File: src/rtl/call_stack_pkg.sv
// Shared CPU constants for the return-address stack: default PC width, default depth,
// and the pointer-width helper.
package cpu_pkg;
  localparam int PC_W        = 10;
  localparam int STACK_DEPTH = 8;

  function automatic int ptr_w(input int depth);
    return (depth < 2) ? 1 : $clog2(depth);
  endfunction
endpackage

File: src/rtl/call_stack_if.sv
// Call/return bus between the PC logic (master) and the return-address stack (slave).
interface call_stack_if
  import cpu_pkg::*;
#(
  parameter int WIDTH = PC_W,
  parameter int DEPTH = STACK_DEPTH
);
  localparam int PW = ptr_w(DEPTH);

  logic             push;
  logic             pop;
  logic [WIDTH-1:0] din;
  logic             err_clr;
  logic [WIDTH-1:0] top;
  logic [PW:0]      count;
  logic             empty;
  logic             full;
  logic             overflow;
  logic             underflow;

  modport master (output push, pop, din, err_clr,
                  input  top, count, empty, full, overflow, underflow);
  modport slave  (input  push, pop, din, err_clr,
                  output top, count, empty, full, overflow, underflow);
endinterface

File: src/rtl/call_stack_mem.sv
// Return-address storage: one synchronous write port, one asynchronous read port,
// contents deliberately left unreset.
module stack_mem #(
  parameter int WIDTH = 10,
  parameter int DEPTH = 8,
  parameter int AW    = 3
) (
  input  logic             clk,
  input  logic             we,
  input  logic [AW-1:0]    waddr,
  input  logic [WIDTH-1:0] wdata,
  input  logic [AW-1:0]    raddr,
  output logic [WIDTH-1:0] rdata
);
  logic [WIDTH-1:0] mem [DEPTH];

  always_ff @(posedge clk)
    if (we) mem[waddr] <= wdata;

  assign rdata = mem[raddr];
endmodule

File: src/rtl/call_stack.sv
// Parametrised return-address stack: head pointer, count, full policy and sticky
// error flags; top-of-stack is readable combinationally in the cycle of a pop.
module call_stack
  import cpu_pkg::*;
#(
  parameter int WIDTH        = PC_W,
  parameter int DEPTH        = STACK_DEPTH,
  parameter int WRAP_ON_FULL = 0
) (
  input  logic         clk,
  input  logic         reset,
  call_stack_if.slave  bus
);
  localparam int PW = ptr_w(DEPTH);
  localparam bit WRAP = (WRAP_ON_FULL != 0);
  localparam logic [PW-1:0] HP_LAST = PW'(DEPTH - 1);
  localparam logic [PW:0]   CNT_MAX = (PW + 1)'(DEPTH);

  logic [PW-1:0]    hp, hp_nx, hp_inc, hp_dec, waddr;
  logic [PW:0]      count_q, cnt_nx;
  logic             we, ovf_evt, udf_evt, empty, full, overflow, underflow;
  logic [WIDTH-1:0] rd_data;

  // DEPTH need not be a power of two, so wrap by compare rather than masking
  assign hp_inc = (hp == HP_LAST) ? '0 : hp + 1'b1;
  assign hp_dec = (hp == '0) ? HP_LAST : hp - 1'b1;
  assign empty  = (count_q == '0);
  assign full   = (count_q == CNT_MAX);

  always_comb begin
    we      = 1'b0;
    waddr   = hp;
    hp_nx   = hp;
    cnt_nx  = count_q;
    ovf_evt = 1'b0;
    udf_evt = 1'b0;
    if (bus.push && bus.pop && !empty) begin
      // call immediately replacing a return: overwrite top in place
      we    = 1'b1;
      waddr = hp_dec;
    end else if (bus.push) begin
      if (!full || WRAP) begin
        we    = 1'b1;
        hp_nx = hp_inc;
      end
      if (!full) cnt_nx = count_q + 1'b1;
      else       ovf_evt = 1'b1;
    end else if (bus.pop) begin
      if (!empty) begin
        hp_nx  = hp_dec;
        cnt_nx = count_q - 1'b1;
      end else begin
        udf_evt = 1'b1;
      end
    end
  end

  always_ff @(posedge clk or posedge reset) begin
    if (reset) begin
      hp        <= '0;
      count_q   <= '0;
      overflow  <= 1'b0;
      underflow <= 1'b0;
    end else begin
      hp        <= hp_nx;
      count_q   <= cnt_nx;
      // a new error in the clearing cycle wins over err_clr
      overflow  <= (overflow  & ~bus.err_clr) | ovf_evt;
      underflow <= (underflow & ~bus.err_clr) | udf_evt;
    end
  end

  stack_mem #(.WIDTH(WIDTH), .DEPTH(DEPTH), .AW(PW)) u_mem (
    .clk   (clk),
    .we    (we),
    .waddr (waddr),
    .wdata (bus.din),
    .raddr (hp_dec),
    .rdata (rd_data)
  );

  assign bus.top       = empty ? '0 : rd_data;
  assign bus.count     = count_q;
  assign bus.empty     = empty;
  assign bus.full      = full;
  assign bus.overflow  = overflow;
  assign bus.underflow = underflow;
endmodule
File: src/flat_wrapper.sv
// flat-port wrapper written by rule: the top's interface ports become plain ports
module call_stack_flat import cpu_pkg::*;
#(
  parameter int WIDTH        = PC_W,
  parameter int DEPTH        = STACK_DEPTH,
  parameter int WRAP_ON_FULL = 0
)
  (clk, reset, bus_push, bus_pop, bus_din, bus_err_clr, bus_top, bus_count, bus_empty, bus_full, bus_overflow, bus_underflow);
  call_stack_if #(.WIDTH(WIDTH), .DEPTH(DEPTH)) bus_i ();
  input  logic clk;
  input  logic reset;
  input wire logic [$bits(bus_i.push)-1:0] bus_push;
  input wire logic [$bits(bus_i.pop)-1:0] bus_pop;
  input wire logic [$bits(bus_i.din)-1:0] bus_din;
  input wire logic [$bits(bus_i.err_clr)-1:0] bus_err_clr;
  output wire logic [$bits(bus_i.top)-1:0] bus_top;
  output wire logic [$bits(bus_i.count)-1:0] bus_count;
  output wire logic [$bits(bus_i.empty)-1:0] bus_empty;
  output wire logic [$bits(bus_i.full)-1:0] bus_full;
  output wire logic [$bits(bus_i.overflow)-1:0] bus_overflow;
  output wire logic [$bits(bus_i.underflow)-1:0] bus_underflow;
  assign bus_i.push = bus_push;
  assign bus_i.pop = bus_pop;
  assign bus_i.din = bus_din;
  assign bus_i.err_clr = bus_err_clr;
  assign bus_top = bus_i.top;
  assign bus_count = bus_i.count;
  assign bus_empty = bus_i.empty;
  assign bus_full = bus_i.full;
  assign bus_overflow = bus_i.overflow;
  assign bus_underflow = bus_i.underflow;
  call_stack #(.WIDTH(WIDTH), .DEPTH(DEPTH), .WRAP_ON_FULL(WRAP_ON_FULL)) u_core (.clk(clk), .reset(reset), .bus(bus_i));
endmodule
File: config.mk
export PLATFORM = sky130hd
export DESIGN_NAME = call_stack_flat
export DESIGN_NICKNAME = d
export VERILOG_FILES = /design/src/rtl/call_stack_pkg.sv /design/src/rtl/call_stack_if.sv /design/src/rtl/call_stack_mem.sv /design/src/rtl/call_stack.sv /design/src/flat_wrapper.sv
export SDC_FILE = /design/constraint.sdc
export NUM_CORES = 1
export LEC_CHECK = 0
export ABC_AREA = 1
export CORE_ASPECT_RATIO = 0.6
export CORE_MARGIN = 2
export CORE_UTILIZATION = 59
export CTS_BUF_LIST = sky130_fd_sc_hd__clkbuf_4
export CTS_CLUSTER_DIAMETER = 60
export CTS_CLUSTER_SIZE = 24
export DETAILED_ROUTE_END_ITERATION = 7
export PLACE_DENSITY = 0.9
export RECOVER_POWER = 50
export SYNTH_ARGS = -nofsm -noshare
export SYNTH_HDL_FRONTEND = slang
export SYNTH_SLANG_ARGS = --single-unit
File: constraint.sdc
create_clock -name clk -period 5.7 [get_ports clk]
set_clock_uncertainty 0.15 [all_clocks]
set_input_delay 1.71 -clock clk [delete_from_list [all_inputs] [get_ports clk]]
set_output_delay 1.71 -clock clk [all_outputs]
set_load 0.005 [all_outputs]
==> results.sh <==
export IMPL_synth_commonest_cells="nand2_1 (110), edfxtp_1 (80), nand3_1 (60), nor2_1 (46), inv_1 (45)"
export IMPL_wirelength_microns=8940
export IMPL_cts_sinks=89
export IMPL_grt_overflow_total=0
export IMPL_path_class="reg -> out"
export IMPL_first_pass_iters=7
export IMPL_synth_top_cell_area_share_pct=57.1
export IMPL_rsz0062_at_grt="false"
export IMPL_numCtsBuffers=9
export IMPL_syn_area_sq_um=4210
export IMPL_place_area_sq_um=4500
export IMPL_crit_buf_inv=3
export IMPL_initial_core_util_pct=61.9
export IMPL_core_area_sq_um=6790
export IMPL_cp_arrival_ps=3160
export IMPL_wl_met1_microns=3820
export IMPL_clk_latency_ps=440
export IMPL_rows=23
export IMPL_synth_simple_area_share_pct=23.6
export IMPL_path_cells="inv_1, ha_1, nand2_4, nand2_4, inv_2, nand2_1, nand3_1, nand2_1, nor2_1, clkdlybuf4s50_1"
export IMPL_seq_area_frac_synth_pct=62.5
export IMPL_synth_xor_area_share_pct=0.833
export IMPL_start_kind="flip-flop"
export IMPL_die_w_microns=113
export IMPL_critPathMaxStageDelay_ps=520
export IMPL_hold_path_class="reg -> reg"
export IMPL_power_total_mw=2.71
export IMPL_antenna_found_initial=0
export IMPL_drt_vias_per_instance=5.60
export IMPL_fin_util_pct=68.1
export IMPL_ir_drop_mv=0.342
export IMPL_dp_slack_ps=1240
export IMPL_syn_nets=441
export IMPL_dpl_hpwl_microns=6050
export IMPL_cp_slowest_cell="clkdlybuf4s50_1"
export IMPL_num_vias=3009
export IMPL_gp_congestion=0.901
export IMPL_drc=3
export IMPL_final_setup_viol_count=0
export IMPL_fin_ws_ps=682
export IMPL_synth_area_leader_cell="edfxtp_1"
export IMPL_tightest_slew_ps=1150
export IMPL_post_cts_buffers=0
export IMPL_maxSlewViolCount=0
export IMPL_status="finished, violations left"
export IMPL_leakage_nw=1.96
export IMPL_hold_viol_final=0
export IMPL_synth_compound_area_share_pct=2.68
export IMPL_postRouteAntennaNets=0
export IMPL_fin_area_sq_um=4630
export IMPL_nets=467
export IMPL_grt_pass1_wl_microns=14500
export IMPL_cts_tree="done"
export IMPL_grt_start_max_net_pins=42
export IMPL_fmax_ghz=0.199
export IMPL_htreeDepth=3
export IMPL_synth_most_common_cell="nand2_1"
export IMPL_synth_edf_count=80
export IMPL_whs_ps=378
export IMPL_synth_seq_cells=89
export IMPL_synthArstFlopShare_pct=10.1
export IMPL_dr_wl_met2_microns=3940
export IMPL_die_area_sq_um=7840
export IMPL_clkTransAtPathRegs_ps=130
export IMPL_required_ps=3840
export IMPL_first_global_vias=2923
export IMPL_n_antenna_cell=0
export IMPL_syn2layout_area_growth_pct=10.0
export IMPL_power_density_nw_per_um2=587
export IMPL_clockBufferDepth=2
export IMPL_grt_usage_pct=24.1
export IMPL_synthTopCellsByArea="edfxtp_1 (57%), nand2_1 (9.8%), nand3_1 (7.1%), dfrtp_1 (5.4%), nor2_1 (4.1%)"
export IMPL_num_io_pins=33
export IMPL_dp_cells=521
export IMPL_clockRootBuffer="clkbuf_4"
export IMPL_postCtsHoldBufs=0
export IMPL_stdcell_count=537
export IMPL_synthFlopType="edfxtp_1"
export IMPL_drive_gt1_share_pct=6.00
export IMPL_drtIter0Drc=362
export IMPL_failed_checks="DRC"
export IMPL_portBuffers=32
export IMPL_synth_avg_cell_area_sq_um=10.0
export IMPL_tns_ps=0
export IMPL_synthMuxAreaShare_pct=0.238
export IMPL_ys_types=25
export IMPL_yosys_warnings=0
export IMPL_max_cap_viol_count=0
export IMPL_top_layer_used="met4"
export IMPL_fin_crit_sh_pct=88.0
export IMPL_wl_met3_microns=938
export IMPL_detail_route_wl_per_cell_microns=16.6
export IMPL_postSynthCellCount=419
export IMPL_min_period_ps=5020
export IMPL_slew_headroom_pct=23.3
export IMPL_endpoint_kind="primary output"
export IMPL_dieHeight_microns=69.4
export IMPL_critPathTopFamily="simple AND/OR/NAND/NOR gates"
export IMPL_synth_top_family_by_area="simple AND/OR/NAND/NOR gates"
export IMPL_synth_fa_ha_area_share_pct=2.26
export IMPL_cp_max_fo=33
export IMPL_ctsResizeCount=0
routing by layer:
metal	GRT usage (%)	up-vias
met5	0	-
li1	-	1433
met1	34.0	1395
met2	36.1	154
met3	7.08	27
met4	8.67	0
where the power goes:
part,internal (mW),total (mW),switching [mW]
combinational,0.574,1.47,0.897
sequential,0.850,0.902,0.0520
clock,0.136,0.340,0.205
total,1.56,2.71,1.15
worst reg2reg max path, cell delays in order (launching register included):
cell,delay [ps]
dfrtp_1,370
inv_1,200
ha_1,320
nand2_4,310
nand2_4,320
inv_2,280
nand2_1,80
nand2_1,80
nand2_1,70
nor2_1,840
cell type report:
class | instances | area (sq um)
Fill cell | 526 | 2170
Inverter | 49 | 184
Timing Repair Buffer | 34 | 335
Clock inverter | 6 | 58.8
Multi-Input combinational cell | 262 | 1240
Clock buffer | 10 | 75.1
Tap cell | 87 | 109
Sequential cell | 89 | 2630
cells by family after synthesis:
logic type / after synthesis
compound gates: 22
flops: 89
simple gates: 228
xor+xnor: 4
buf+inv: 68
fa+ha+maj: 7
mux: 1
registers in the layout (all words and copies together) (netlist names):
| register | count |
|---|---|
| u_core.bus.underflow | 1 |
| u_core.bus.overflow | 1 |
| u_core.u_mem.mem | 80 |
| u_core.bus.count | 4 |
| u_core.hp | 3 |
cell usage in the layout (no fill, tap or decap):
cell,synthesis,layout
nand3_1,60,61
nor2_1,46,46
nand2_1,110,111
nor2_2,1,1
buf_4,4,2
inv_1,45,46
xnor2_1,3,3
nand4_1,2,2
bufinv_16,0,1
inv_2,4,3
dlygate4sd3_1,0,14
xor2_1,1,1
clkinv_4,0,1
nand2_2,2,1
a22oi_1,1,1
a21oi_1,9,9
ha_1,6,6
mux2i_1,1,1
nand2_4,3,3
clkinv_2,0,1
o21ai_0,8,8
clkdlybuf4s50_1,0,18
fa_1,1,1
clkinv_1,0,2
nand3_2,4,3
edfxtp_1,80,80
clkinvlp_4,0,1
clkbuf_4,0,10
dfrtp_1,9,9
o21ai_1,4,4
final timing paths:
check | start | end | slack (ps) | depth (start not counted)
max | u_core.hp[0] | bus_top[3] | 680 | 10
min | u_core.bus.underflow | u_core.bus.underflow | 380 | 2
max reg2reg | u_core.hp[0] | u_core.u_mem.mem[1][2] | 2320 | 9
min reg2reg | u_core.bus.underflow | u_core.bus.underflow | 380 | 2
max in group asynchronous | reset | u_core.bus.count[0] | 3640 | 2
min in group asynchronous | reset | u_core.bus.underflow | 1500 | 2
Note: power is estimated with default switching activity, not from simulation.
